<file path="src/rtl/rr_mux_select_ctrl_pkg.sv">
// -----------------------------------------------------------------------------
// rr_mux_select_ctrl_pkg
//   Shared definitions for the round-robin mux select controller: channel and
//   select widths, FSM state encodings, the registered output payload, and
//   small helpers for channel index arithmetic.
// -----------------------------------------------------------------------------
package rr_mux_select_ctrl_pkg;

    // Number of mux inputs (A/B/C/D) and width of the binary select.
    localparam int unsigned N_CH  = 4;
    localparam int unsigned SEL_W = 2;

    // FSM state encodings.
    localparam logic [1:0] ST_IDLE  = 2'd0;
    localparam logic [1:0] ST_GRANT = 2'd1;
    localparam logic [1:0] ST_GAP   = 2'd2;

    // Registered output bundle driven to the mux select and capture logic.
    typedef struct packed {
        logic [SEL_W-1:0] sel;
        logic             sel_valid;
        logic [N_CH-1:0]  grant;
        logic             done;
    } sel_out_t;

    // One-hot of a channel index.
    function automatic logic [N_CH-1:0] ch_onehot(input logic [SEL_W-1:0] idx);
        ch_onehot = N_CH'(1) << idx;
    endfunction

    // Channel pointer addition; wraps naturally modulo N_CH (3+1 -> 0).
    function automatic logic [SEL_W-1:0] ptr_add(input logic [SEL_W-1:0] p,
                                                 input logic [SEL_W-1:0] k);
        ptr_add = p + k;
    endfunction

endpackage : rr_mux_select_ctrl_pkg

</file>
<file path="src/rtl/rr_mux_select_ctrl_priority_pick.sv">
// -----------------------------------------------------------------------------
// rr_priority_pick
//   Combinational round-robin picker. Searches req starting one past the
//   last granted channel and wrapping around, so last_ptr itself is checked
//   last.
// Ports
//   req       in   N_CH   per-channel request
//   last_ptr  in   SEL_W  most recently granted channel
//   pick      out  SEL_W  first requesting channel after last_ptr (0 if none)
//   any       out  1      at least one request present
// -----------------------------------------------------------------------------
module rr_priority_pick
    import rr_mux_select_ctrl_pkg::*;
(
    input  logic [N_CH-1:0]  req,
    input  logic [SEL_W-1:0] last_ptr,
    output logic [SEL_W-1:0] pick,
    output logic             any
);

    // Walk offsets 1..N_CH from last_ptr; first hit wins.
    always_comb begin
        logic [SEL_W-1:0] idx;
        pick = '0;
        any  = 1'b0;
        idx  = '0;
        for (int unsigned k = 1; k <= N_CH; k++) begin
            idx = ptr_add(last_ptr, SEL_W'(k));
            if (!any && req[idx]) begin
                pick = idx;
                any  = 1'b1;
            end
        end
    end

endmodule : rr_priority_pick

</file>
<file path="src/rtl/rr_mux_select_ctrl.sv">
// -----------------------------------------------------------------------------
// rr_mux_select_ctrl
//   Select generator for a 4-to-1 data mux. Arbitrates four channel requests
//   round-robin, drives the 2-bit mux select, holds it for DWELL cycles (or
//   until the granted request drops), then releases with a one-cycle guard
//   gap before the next grant. All outputs are registered.
// Parameters
//   DWELL  cycles a granted select is held (1..2**CNT_W-1; 0 behaves as 1)
//   CNT_W  dwell counter width
// Ports
//   clk        in   1  system clock, rising edge
//   reset      in   1  synchronous active-high reset
//   req        in   4  per-channel request (bit i = mux input i)
//   sel        out  2  mux select, binary channel index
//   sel_valid  out  1  high while sel is a granted, stable select
//   grant      out  4  one-hot of granted channel, 0 when sel_valid low
//   done       out  1  one-cycle pulse following a grant release
// -----------------------------------------------------------------------------
module rr_mux_select_ctrl
    import rr_mux_select_ctrl_pkg::*;
#(
    parameter int unsigned DWELL = 4,
    parameter int unsigned CNT_W = 8
)(
    input  logic             clk,
    input  logic             reset,
    input  logic [N_CH-1:0]  req,
    output logic [SEL_W-1:0] sel,
    output logic             sel_valid,
    output logic [N_CH-1:0]  grant,
    output logic             done
);

    // A zero dwell would never release on count; treat it as one cycle.
    localparam int unsigned DWELL_EFF = (DWELL == 0) ? 1 : DWELL;
    localparam logic [CNT_W-1:0] CNT_LAST = CNT_W'(DWELL_EFF - 1);

    logic [1:0]       state_q,    state_d;
    logic [CNT_W-1:0] cnt_q,      cnt_d;
    logic [SEL_W-1:0] last_ptr_q, last_ptr_d;
    sel_out_t         out_q,      out_d;

    logic [SEL_W-1:0] pick;
    logic             any;
    logic             release_c;

    // Round-robin candidate for the next grant.
    rr_priority_pick u_pick (
        .req      (req),
        .last_ptr (last_ptr_q),
        .pick     (pick),
        .any      (any)
    );

    // Release on dwell expiry or when the granted channel drops its request;
    // both together still give a single release.
    assign release_c = (cnt_q == CNT_LAST) || !req[out_q.sel];

    // State, counter, pointer and output registers.
    always_ff @(posedge clk) begin
        if (reset) begin
            state_q         <= ST_IDLE;
            cnt_q           <= '0;
            last_ptr_q      <= SEL_W'(N_CH - 1);
            out_q.sel       <= '0;
            out_q.sel_valid <= 1'b0;
            out_q.grant     <= '0;
            out_q.done      <= 1'b0;
        end else begin
            state_q    <= state_d;
            cnt_q      <= cnt_d;
            last_ptr_q <= last_ptr_d;
            out_q      <= out_d;
        end
    end

    // Next-state and next-output logic. sel is never cleared outside reset so
    // the mux select does not glitch on release.
    always_comb begin
        state_d         = state_q;
        cnt_d           = cnt_q;
        last_ptr_d      = last_ptr_q;
        out_d           = out_q;
        out_d.sel_valid = 1'b0;
        out_d.grant     = '0;
        out_d.done      = 1'b0;

        case (state_q)
            ST_IDLE: begin
                if (any) begin
                    state_d         = ST_GRANT;
                    cnt_d           = '0;
                    out_d.sel       = pick;
                    out_d.sel_valid = 1'b1;
                    out_d.grant     = ch_onehot(pick);
                end
            end

            ST_GRANT: begin
                if (release_c) begin
                    state_d    = ST_GAP;
                    last_ptr_d = out_q.sel;
                    out_d.done = 1'b1;
                end else begin
                    cnt_d           = cnt_q + CNT_W'(1);
                    out_d.sel_valid = 1'b1;
                    out_d.grant     = out_q.grant;
                end
            end

            ST_GAP: begin
                state_d = ST_IDLE;
            end

            default: begin
                state_d = ST_IDLE;
            end
        endcase
    end

    assign sel       = out_q.sel;
    assign sel_valid = out_q.sel_valid;
    assign grant     = out_q.grant;
    assign done      = out_q.done;

endmodule : rr_mux_select_ctrl

</file>
<file path="config.mk">
export PLATFORM = sky130hd
export DESIGN_NAME = rr_mux_select_ctrl
export DESIGN_NICKNAME = d
export VERILOG_FILES = /design/src/rtl/rr_mux_select_ctrl_pkg.sv /design/src/rtl/rr_mux_select_ctrl_priority_pick.sv /design/src/rtl/rr_mux_select_ctrl.sv
export SDC_FILE = /design/constraint.sdc
export NUM_CORES = 1
export LEC_CHECK = 0
export ABC_AREA = 1
export BUFFER_PORTS_ARGS = -buffer_cell sky130_fd_sc_hd__buf_2
export CAP_MARGIN = 20
export CORE_ASPECT_RATIO = 1.75
export CORE_MARGIN = 2
export CORE_UTILIZATION = 48
export DETAILED_ROUTE_END_ITERATION = 12
export PLACE_DENSITY_LB_ADDON = 0.2
export SYNTH_ARGS = -nofsm -noshare
export SYNTH_HDL_FRONTEND = slang
export SYNTH_HIERARCHICAL = 1
export SYNTH_SLANG_ARGS = --single-unit
</file>
<file path="constraint.sdc">
create_clock -name clk -period 1.5 [get_ports clk]
set_clock_uncertainty 0.05 [all_clocks]
set_input_delay 0.075 -clock clk [delete_from_list [all_inputs] [get_ports clk]]
set_output_delay 0.075 -clock clk [all_outputs]
set_load 0.01 [all_outputs]
</file>
=== Word level (Yosys, flattened, before mapping) ===
Cells that the tools add are included.

* Add/sub/neg operators: 4
* Order comparisons: 5
* Equality and inequality tests: 5
* Shift-type cells: 1
* Mux-type cells: 28
* Bitwise operators: 1
* Reductions and logical operators: 15

{| class="wikitable"
|+ Operators by type and width
! kind !! number
|-
| two-way mux 8 bit || 2
|-
| one-hot mux 8 bit (2 select lines) || 1
|-
| less-than comparator 2 x 3 -> 1 bit, second input constant || 5
|-
| two-way mux 2 bit || 6
|-
| binary-select mux 1 bit (select 2 bit) || 5
|-
| two-way mux 1 bit || 10
|-
| two-way mux 5 bit || 2
|-
| one-hot mux 5 bit (2 select lines) || 1
|-
| adder 8 x 1 -> 8 bit, second input constant || 1
|-
| == test 8 x 2 -> 1 bit, second input constant || 1
|-
| != test 2 bit, second input constant || 3
|-
| AND reduction 2 bit || 3
|-
| adder 2 bit, second input constant || 2
|-
| logical NOT 1 bit || 4
|-
| one-hot mux 2 bit (2 select lines) || 1
|-
| << shifter 1 x 2 -> 4 bit, first input constant || 1
|-
| logical AND 1 bit || 3
|-
| AND reduction 3 bit || 1
|-
| adder 2 x 1 -> 2 bit, second input constant || 1
|-
| == test 2 x 1 -> 1 bit, second input constant || 1
|-
| logical NOT 2 bit || 1
|-
| nonzero test 2 bit || 1
|-
| OR reduction 2 bit || 1
|-
| logical OR 1 bit || 1
|-
| inverter 1 bit || 1
|}

* Register bits: 20
* Bits of input ports: 6
* Output and inout bits: 8
* Word-level logic and storage cells: 66

=== Logic depth before layout (Yosys ltp) ===
Gate-level depths: netlist of the first run.

* Depth after elaboration: 16
* Gate-level depth with buffers: 14
* Gate-level depth less buffers: 14

=== By module ===
The synthesis of the first run kept the hierarchy.

{| class="wikitable"
|+ By module, submodules not included
! module !! times used !! cells an instance !! area each (um^2) !! seq. area each (um^2)
|-
| rr_mux_select_ctrl || 1 || 143 || 973.4 || 400.4
|-
| rr_priority_pick || 1 || 52 || 271.5 || 0.0
|}

=== Worst setup path after synthesis of the first run ===
OpenSTA, ideal clock, no wires.

* Kind: register to register
* Start: reg last_ptr_q[0]
* End: reg cnt_q[0]
* Setup time: 114 ps
* Arrival time: 1450 ps
* Data required time: 1336 ps
* Path slack: -113 ps
* Stages on the path, launching flop included: 15
* Path buffers: 0
* Clock period less this slack: 1613 ps
* Cell sequence: dfxtp_1 > inv_1 > nand2_1 > nand2_1 > nand2_1 > nand2_4 > nor2_8 > nand4_1 > inv_1 > nor2_2 > inv_2 > nand2_4 > inv_4 > nand3_1 > nand2_1

* Word-level cells in the longest chain between the ends: 15
* Elaborated cells between the ends (all ways): 23
* Classes of those cells: add/sub: 3; eq/ne: 1; mux: 12; reduce/logical: 7

{| class="wikitable"
|+ Ends and longest elaborated chain
! what !! line !! RTL
|-
| from (decl) || rr_mux_select_ctrl.sv:40 || <nowiki>logic [SEL_W-1:0] last_ptr_q, last_ptr_d;</nowiki>
|-
| from (signal assigned) || rr_mux_select_ctrl.sv:64 || <nowiki>last_ptr_q <= SEL_W'(N_CH - 1);</nowiki>
|-
| from (signal assigned) || rr_mux_select_ctrl.sv:72 || <nowiki>last_ptr_q <= last_ptr_d;</nowiki>
|-
| adder 2 x 1 -> 2 bit || rr_mux_select_ctrl_pkg.sv:34 || <nowiki>ptr_add = p + k;</nowiki>
|-
| binary-select mux 1 bit (select 2 bit) || rr_mux_select_ctrl_priority_pick.sv:29 || <nowiki>if (!any && req[idx]) begin</nowiki>
|-
| two-way mux 1 bit (implied by the code) || rr_mux_select_ctrl_priority_pick.sv:29 ||
|-
| two-way mux 1 bit || rr_mux_select_ctrl_priority_pick.sv:29 ||
|-
| logical NOT 1 bit || rr_mux_select_ctrl_priority_pick.sv:29 ||
|-
| logical AND 1 bit || rr_mux_select_ctrl_priority_pick.sv:29 ||
|-
| two-way mux 1 bit || rr_mux_select_ctrl_priority_pick.sv:29 ||
|-
| logical NOT 1 bit || rr_mux_select_ctrl_priority_pick.sv:29 ||
|-
| logical AND 1 bit || rr_mux_select_ctrl_priority_pick.sv:29 ||
|-
| two-way mux 1 bit || rr_mux_select_ctrl_priority_pick.sv:29 ||
|-
| logical NOT 1 bit || rr_mux_select_ctrl_priority_pick.sv:29 ||
|-
| logical AND 1 bit || rr_mux_select_ctrl_priority_pick.sv:29 ||
|-
| two-way mux 1 bit (*) || rr_mux_select_ctrl_priority_pick.sv:29 ||
|-
| net any || rr_mux_select_ctrl.sv:44 || <nowiki>logic any;</nowiki>
|-
| != test 2 bit (no line) (*) || - ||
|-
| AND reduction 3 bit (no line) (*) || - ||
|-
| to (signal assigned) || rr_mux_select_ctrl.sv:71 || <nowiki>cnt_q <= cnt_d;</nowiki>
|-
| to (decl) || rr_mux_select_ctrl.sv:39 || <nowiki>logic [CNT_W-1:0] cnt_q, cnt_d;</nowiki>
|}

Mark *: on every way through the listed nets, which the timed path passes. The rest lies on a longest branch. The select of a mux whose other input is x is not followed.
A chain may end at the register's enable or synchronous reset.

=== Worst setup path in the final report of the first run ===
* Start: reg last_ptr_q[0]
* End: reg cnt_q[3]

Same word-level chain as after synthesis.

==> flow_metrics.tcl, run 1 <==
set metrics [dict create \
    hold_depth 2 \
    status "finished with violations" \
    rsz0062_at_grt "true" \
    grtUsageMet3_pct 3.023 \
    max-vdd-ir-drop_mv 1.053 \
    routed_wl_um 3307 \
    cp-end-kind "register" \
    grt_pass1_wl_um 5595 \
    num_vias 1338 \
    syn-num-nets 202 \
    syn-instance-count 195 \
    crit_required_ns 1.60 \
    gp_congestion 0.8855 \
    max_stage_delay_ns 0.39 \
    ant_nets 0 \
    die_h_um 71.37 \
    dp_worst_setup_slack_ns -0.2199 \
    grt-busiest-layer "met2" \
    hold_viol_final 0 \
    critical_path_buf_inv_count 3 \
    holdPathEnd "done" \
    drive_above_1_share_pct 33.63 \
    cp_slowest_cell "dfxtp_4" \
    yosysSeqAreaShare_pct 32.16 \
    r2r_start "last_ptr_q[0]" \
    antenna_found_initial 0 \
    path_class "reg2reg" \
    hold_path_class "in2reg" \
    nFillCells 237 \
    cts_tree "done" \
    holdWs_ns 0.1179 \
    reg2reg_slack_ns -0.17 \
    cp_top_family "simple AND/OR/NAND/NOR gates" \
    via_per_inst 5.310 \
    worstMarginPinSlew_ns 0.2903 \
    final_util_pct 66.06 \
    syn-cell-area_mm2 0.001245 \
    drt-wirelength-per-cell_um 13.12 \
    htree_levels 1 \
    hpwl_um 2484 \
    cp_max_fo 5 \
    fp-row-count 24 \
    crit_chain "buf_6 > nand2_4 > nand2_4 > nand2_4 > nand2_4 > nor2_8 > nand4_1 > inv_1 > nor2_4 > clkinvlp_4 > nand3_1 > a21oi_1" \
    final_max_slew_viol_count 0 \
    synth-seq-cells 20 \
    grt_max_degree 17 \
    period_share_pct 111.4 \
    dr.pass1.iters 4 \
    setup_viol 16 \
    clk_latency_ns 0.26 \
    power_density_mw_per_mm2 1883 \
    r2r_end "cnt_q[3]" \
    clock.fmax_mhz 598.5 \
    worstPathArrival_ns 1.77 \
    ys_warn_count 6 \
    port_buffers 13 \
    clock-sinks 20 \
    drv_cap 0 \
    clockRootBuffer "clkbuf_8" \
    grt_pass1_vias 1319 \
    die_area_mm2 0.003033 \
    p_total_mw 3.100 \
    diodes 0 \
    finalWorstSetupSlack_ns -0.1708 \
    leakagePower_nw 0.7897 \
    drc 0 \
    synthToLayoutAreaGrowth_pct 32.26 \
    ff2ff_path_depth 12 \
    first_iter_violations 29 \
    cts_buffers 3 \
    violations "negative setup slack" \
    startpoint "last_ptr_q[0]" \
    start_util_pct 49.95 \
    min-delay-start "reset" \
    clkTransAtPathRegs_ns 0.07 \
    core_mm2 0.002492 \
    fp.dieW_um 42.50 \
    synth_cell_types 26 \
    ctsLongestPathBuffers 2 \
    avgSynthCellArea_um2 6.384 \
    track_usage_pct 23.78 \
    fin_nets 234 \
    fin_crit_ns 1.671 \
    io_pins 14 \
    use_met2_pct 44.79 \
    start_kind "register" \
    grt-ovfl-total 0 \
    grtUsageMet1_pct 23.46 \
    slew_headroom_pct 80.65 \
    cp_common_cell "nand2_4" \
]
==> layout by cell type, fill, tap and decap left out, types with 2 or more instances in the layout <==
master	count
dfxtp_1	18
dfxtp_4	2
buf_4	14
nor2_1	15
inv_2	4
buf_2	13
nand3_2	4
o211ai_1	2
clkbuf_8	3
nor3b_1	2
inv_1	19
nand2_2	9
o21ai_0	2
nand4_1	3
nand3_1	22
inv_4	2
nand2_1	50
nand2_4	12
a21oi_1	12
nor2_4	2
buf_6	2
==> worst register-to-register path: stages (launching register included) <==
cell and delay (ns):
dfxtp_4 0.39, buf_6 0.14, nand2_4 0.06, nand2_4 0.07, nand2_4 0.06, nand2_4 0.09, nor2_8 0.04, nand4_1 0.06
inv_1 0.07, nor2_4 0.16, clkinvlp_4 0.18, nand3_1 0.11, a21oi_1 0.06
==> timing repair <==
item,CTS,global route
resized for setup,18,6
pin swaps,1,1
cloned,1,0
hold buffers,0,0
endpoints found under the setup margin,16,19
setup buffers,1,1
==> cells by family (layout without fill, tap and decap cells) <==
family / count (synthesis) / in the layout / share of synthesized area [%]
AND/OR/NAND/NOR: 126 / 126 / 48.84
buffers and inverters: 29 / 60 / 9.247
flip-flops: 20 / 20 / 32.16
AO/OA/AOI/OAI: 19 / 19 / 8.744
adder cells (fa/ha/maj): 1 / 1 / 1.005
==> sequential cells by signal, indices dropped and copies added (netlist names) <==
name / cells
cnt_q: 8
done: 1
grant: 4
last_ptr_q: 2
sel: 2
sel_valid: 1
state_q: 2
==> synthesized netlist by cell type <==
cell | number | share of area [%]
a211oi_1 | 1 | 0.60
a21oi_1 | 12 | 4.8
a21oi_2 | 1 | 0.70
buf_4 | 1 | 0.60
clkbuf_1 | 2 | 0.60
dfxtp_1 | 20 | 32
ha_1 | 1 | 1.0
inv_1 | 20 | 6.0
inv_2 | 5 | 1.5
inv_4 | 1 | 0.50
nand2_1 | 63 | 19
nand2_2 | 5 | 2.5
nand2_4 | 4 | 3.6
nand3_1 | 26 | 10
nand3_4 | 1 | 1.4
nand3b_1 | 1 | 0.60
nand4_1 | 3 | 1.5
nor2_1 | 15 | 4.5
nor2_2 | 3 | 1.5
nor2_8 | 1 | 1.6
nor3_1 | 1 | 0.40
nor3b_1 | 2 | 1.2
o211ai_1 | 2 | 1.2
o21a_1 | 1 | 0.60
o21ai_0 | 2 | 0.80
or2_1 | 1 | 0.50
==> per-stage QoR <==
step / std cells / setup TNS (ns) / instance area, um2
2_1_floorplan: 195 / -0.3170 / 1296
3_3_place_gp: 245 / -1.936 / 1480
3_5_place_dp: 245 / -2.672 / 1480
4_1_cts: 251 / -2.010 / 1617
5_1_grt: 252 / -4.177 / 1647
6_report: 252 / -2.270 / 1647
==> power by group <==
part           switching, mW  total [mW]  leakage (nW)  internal (mW)
sequential            0.0960       0.765         0.163          0.669
combinational           1.22        1.97         0.604          0.753
clock                  0.175       0.365        0.0228          0.189
total                   1.49        3.10         0.790           1.61
==> how the worst max path moves through the flow <==
stage	endpoint	cells after the start	slack (ns)
3_3_place_gp	cnt_q[1]	12	-0.17
4_1_cts	cnt_q[1]	13	-0.15
6_report	cnt_q[3]	12	-0.17
3_5_place_dp	cnt_q[1]	13	-0.22
2_1_floorplan	cnt_q[0]	14	-0.04
5_1_grt	cnt_q[1]	14	-0.30
==> area by class of cell <==
| class | instances | area [um2] | share of cell area (%) |
|---|---|---|---|
| tap | 26 | 32.53 | 1.976 |
| timing repair inverter | 1 | 7.507 | 0.4559 |
| clock buffer | 4 | 45.04 | 2.736 |
| multi-input combinational | 146 | 853.3 | 51.82 |
| timing repair buffer | 29 | 192.7 | 11.70 |
| sequential | 20 | 407.9 | 24.77 |
| inverter | 26 | 107.6 | 6.535 |
==> layer usage <==
metal	vias up	wire length, um
met2	26	1837
met4	0	170
met3	12	77
met1	614	1222
li1	686	-
met5	-	0
Power figures use the tool's default switching activity.
==> run 2, diff against run 1 <==
CORE_UTILIZATION = 51   (was 48)
CTS_CLUSTER_DIAMETER = 60   (was not set)
==> run 2 against run 1 <==
Against the previous run:
- clock power up 12%
- sequential share of layout area shrank 1.3 points
- core utilization up 9.3 points
- highest routed layer unchanged
- clock-buffer cell count unchanged
- global-route usage is 1.5 points higher
- the run still ends with negative setup slack left
- via count increased by 1.4%
==> flow_metrics.tcl, run 2 (synthesis results as in run 1) <==
set metrics [dict create \
    clk_latency_ns 0.26 \
    hpwl_um 2403 \
    crit_chain "inv_6 > nand2_1 > nand2_4 > nand3_1 > nand2_2 > nand4_1 > inv_2 > nor2_4 > inv_4 > buf_12 > nor2_4 > nand2_2 > a21oi_2" \
    top_register "cnt_q" \
    grt-ovfl-total 0 \
    finalWorstSetupSlack_ns -0.2421 \
    placed_cells 244 \
    cts_tree "done" \
    clock_power_share_pct 11.9 \
    path_class "reg2reg" \
    start_util_pct 54.08 \
    port_buffers 13 \
    clock-sinks 20 \
    fp.dieW_um 41.35 \
    top_regs "cnt_q: 8 flops, grant: 4 flops" \
    grt_pass1_vias 1334 \
    routed_wl_um 3443 \
    largest_register_ffs 8 \
    p_comb_share_pct 65.8 \
    final_util_pct 75.38 \
    fin_nets 239 \
    die_h_um 69.36 \
    crit_required_ns 1.65 \
    fin_crit_ns 1.742 \
    clkTransAtPathRegs_ns 0.08 \
    cp_slowest_cell "dfxtp_4" \
    via_per_inst 5.301 \
    power_density_mw_per_mm2 1980 \
    dp_worst_setup_slack_ns -0.2230 \
    die_area_mm2 0.002868 \
    dr.pass1.iters 4 \
    violations "negative setup slack" \
    cp_top_family "simple AND/OR/NAND/NOR gates" \
    rsz0062_at_grt "true" \
    drc 0 \
    drt-wirelength-per-cell_um 13.45 \
    synthToLayoutAreaGrowth_pct 39.40 \
    gp_congestion 0.7728 \
    cts_buffers 3 \
    period_share_pct 116.1 \
    hold_path_class "in2reg" \
    cp-end-kind "register" \
    final_cells 256 \
    worstMarginPinSlew_ns 0.3030 \
    first_iter_violations 50 \
    worstPathArrival_ns 1.90 \
    layout_common_cells "nand2_1 (48), nand3_1 (21), buf_4 (19), dfxtp_1 (18), inv_1 (16)" \
    diodes 0 \
    track_usage_pct 25.27 \
    cp_max_fo 8 \
    fp-row-count 23 \
    hold_viol_final 0 \
    setup_viol 16 \
    io_pins 14 \
    p_total_mw 3.436 \
    power_frac_seq_pct 22.3 \
    layout_commonest_cell "nand2_1" \
    clock.fmax_mhz 574.0 \
    p_int_mw 1.827 \
    clockRootBuffer "clkbuf_8" \
    slew_headroom_pct 79.80 \
    antenna_found_initial 0 \
    drv_cap 0 \
    max-vdd-ir-drop_mv 1.234 \
    cts_hold_buf 0 \
    start_kind "register" \
    max_stage_delay_ns 0.39 \
    status "finished with violations" \
    ant_nets 0 \
    ctsLongestPathBuffers 2 \
    p_sw_share_pct 46.84 \
    critical_path_buf_inv_count 4 \
    htree_levels 1 \
    grt_max_degree 17 \
    tns_ns -3.003 \
    final_max_slew_viol_count 0 \
    num_vias 1357 \
    p_sw_mw 1.609 \
    leakagePower_nw 0.8446 \
    core_mm2 0.002302 \
    grt_pass1_wl_um 5216 \
    drive_above_1_share_pct 38.10 \
]
## run 2: cell type report
type,instances,area [um2]
Timing Repair Buffer,35,250.2
Tap cell,25,31.28
Multi-Input combinational cell,146,883.3
Fill cell,168,566.8
Inverter,26,107.6
Sequential cell,20,407.9
Clock buffer,4,55.05
## run 2: worst reg2reg max path: cells and delay by family (launching register included)
| family | cells | cell delay (ns) |
|---|---|---|
| AND/OR/NAND/NOR | 8 | 0.82 |
| flip-flops | 1 | 0.39 |
| buffers and inverters | 4 | 0.33 |
| AO/OA/AOI/OAI | 1 | 0.11 |
## run 2: what timing repair did
action,CTS,global route
resized for setup,17,16
pin swaps,5,9
setup buffers,5,3
setup endpoints to repair,16,19
## run 2: worst paths after layout
path	start	end	slack (ns)	cells after the start
hold reg to reg	grant[2]	grant[2]	0.42	2
hold / removal	reset	cnt_q[4]	0.12	2
setup / recovery	last_ptr_q[0]	grant[0]	-0.24	13
setup reg to reg	last_ptr_q[0]	grant[0]	-0.24	13
## run 2: power groups by stage
| stage | clock network (mW) | registers [mW] | logic, mW |
|---|---|---|---|
| 2_1_floorplan | 0 | 0.799 | 1.13 |
| 3_3_place_gp | 0 | 0.757 | 1.61 |
| 3_5_place_dp | 0 | 0.760 | 1.67 |
| 4_1_cts | 0.409 | 0.759 | 2.01 |
| 5_1_grt | 0.439 | 0.787 | 2.43 |
| 6_report | 0.409 | 0.765 | 2.26 |
## run 2: stage by stage
stage / hold WS, ns / area (um2)
2_1_floorplan: 0.3028 / 1296
3_3_place_gp: 0.3727 / 1479
3_5_place_dp: 0.3882 / 1479
4_1_cts: 0.1226 / 1647
5_1_grt: 0.1520 / 1735
6_report: 0.1204 / 1735
## run 2: routing by layer
metal  GRT usage (%)  wire [um]  vias up
met5               0          0        -
met4           14.70         80        0
met3           6.090        103        8
met2           45.83       2039       27
met1           21.38       1220      631
li1                -          -      691
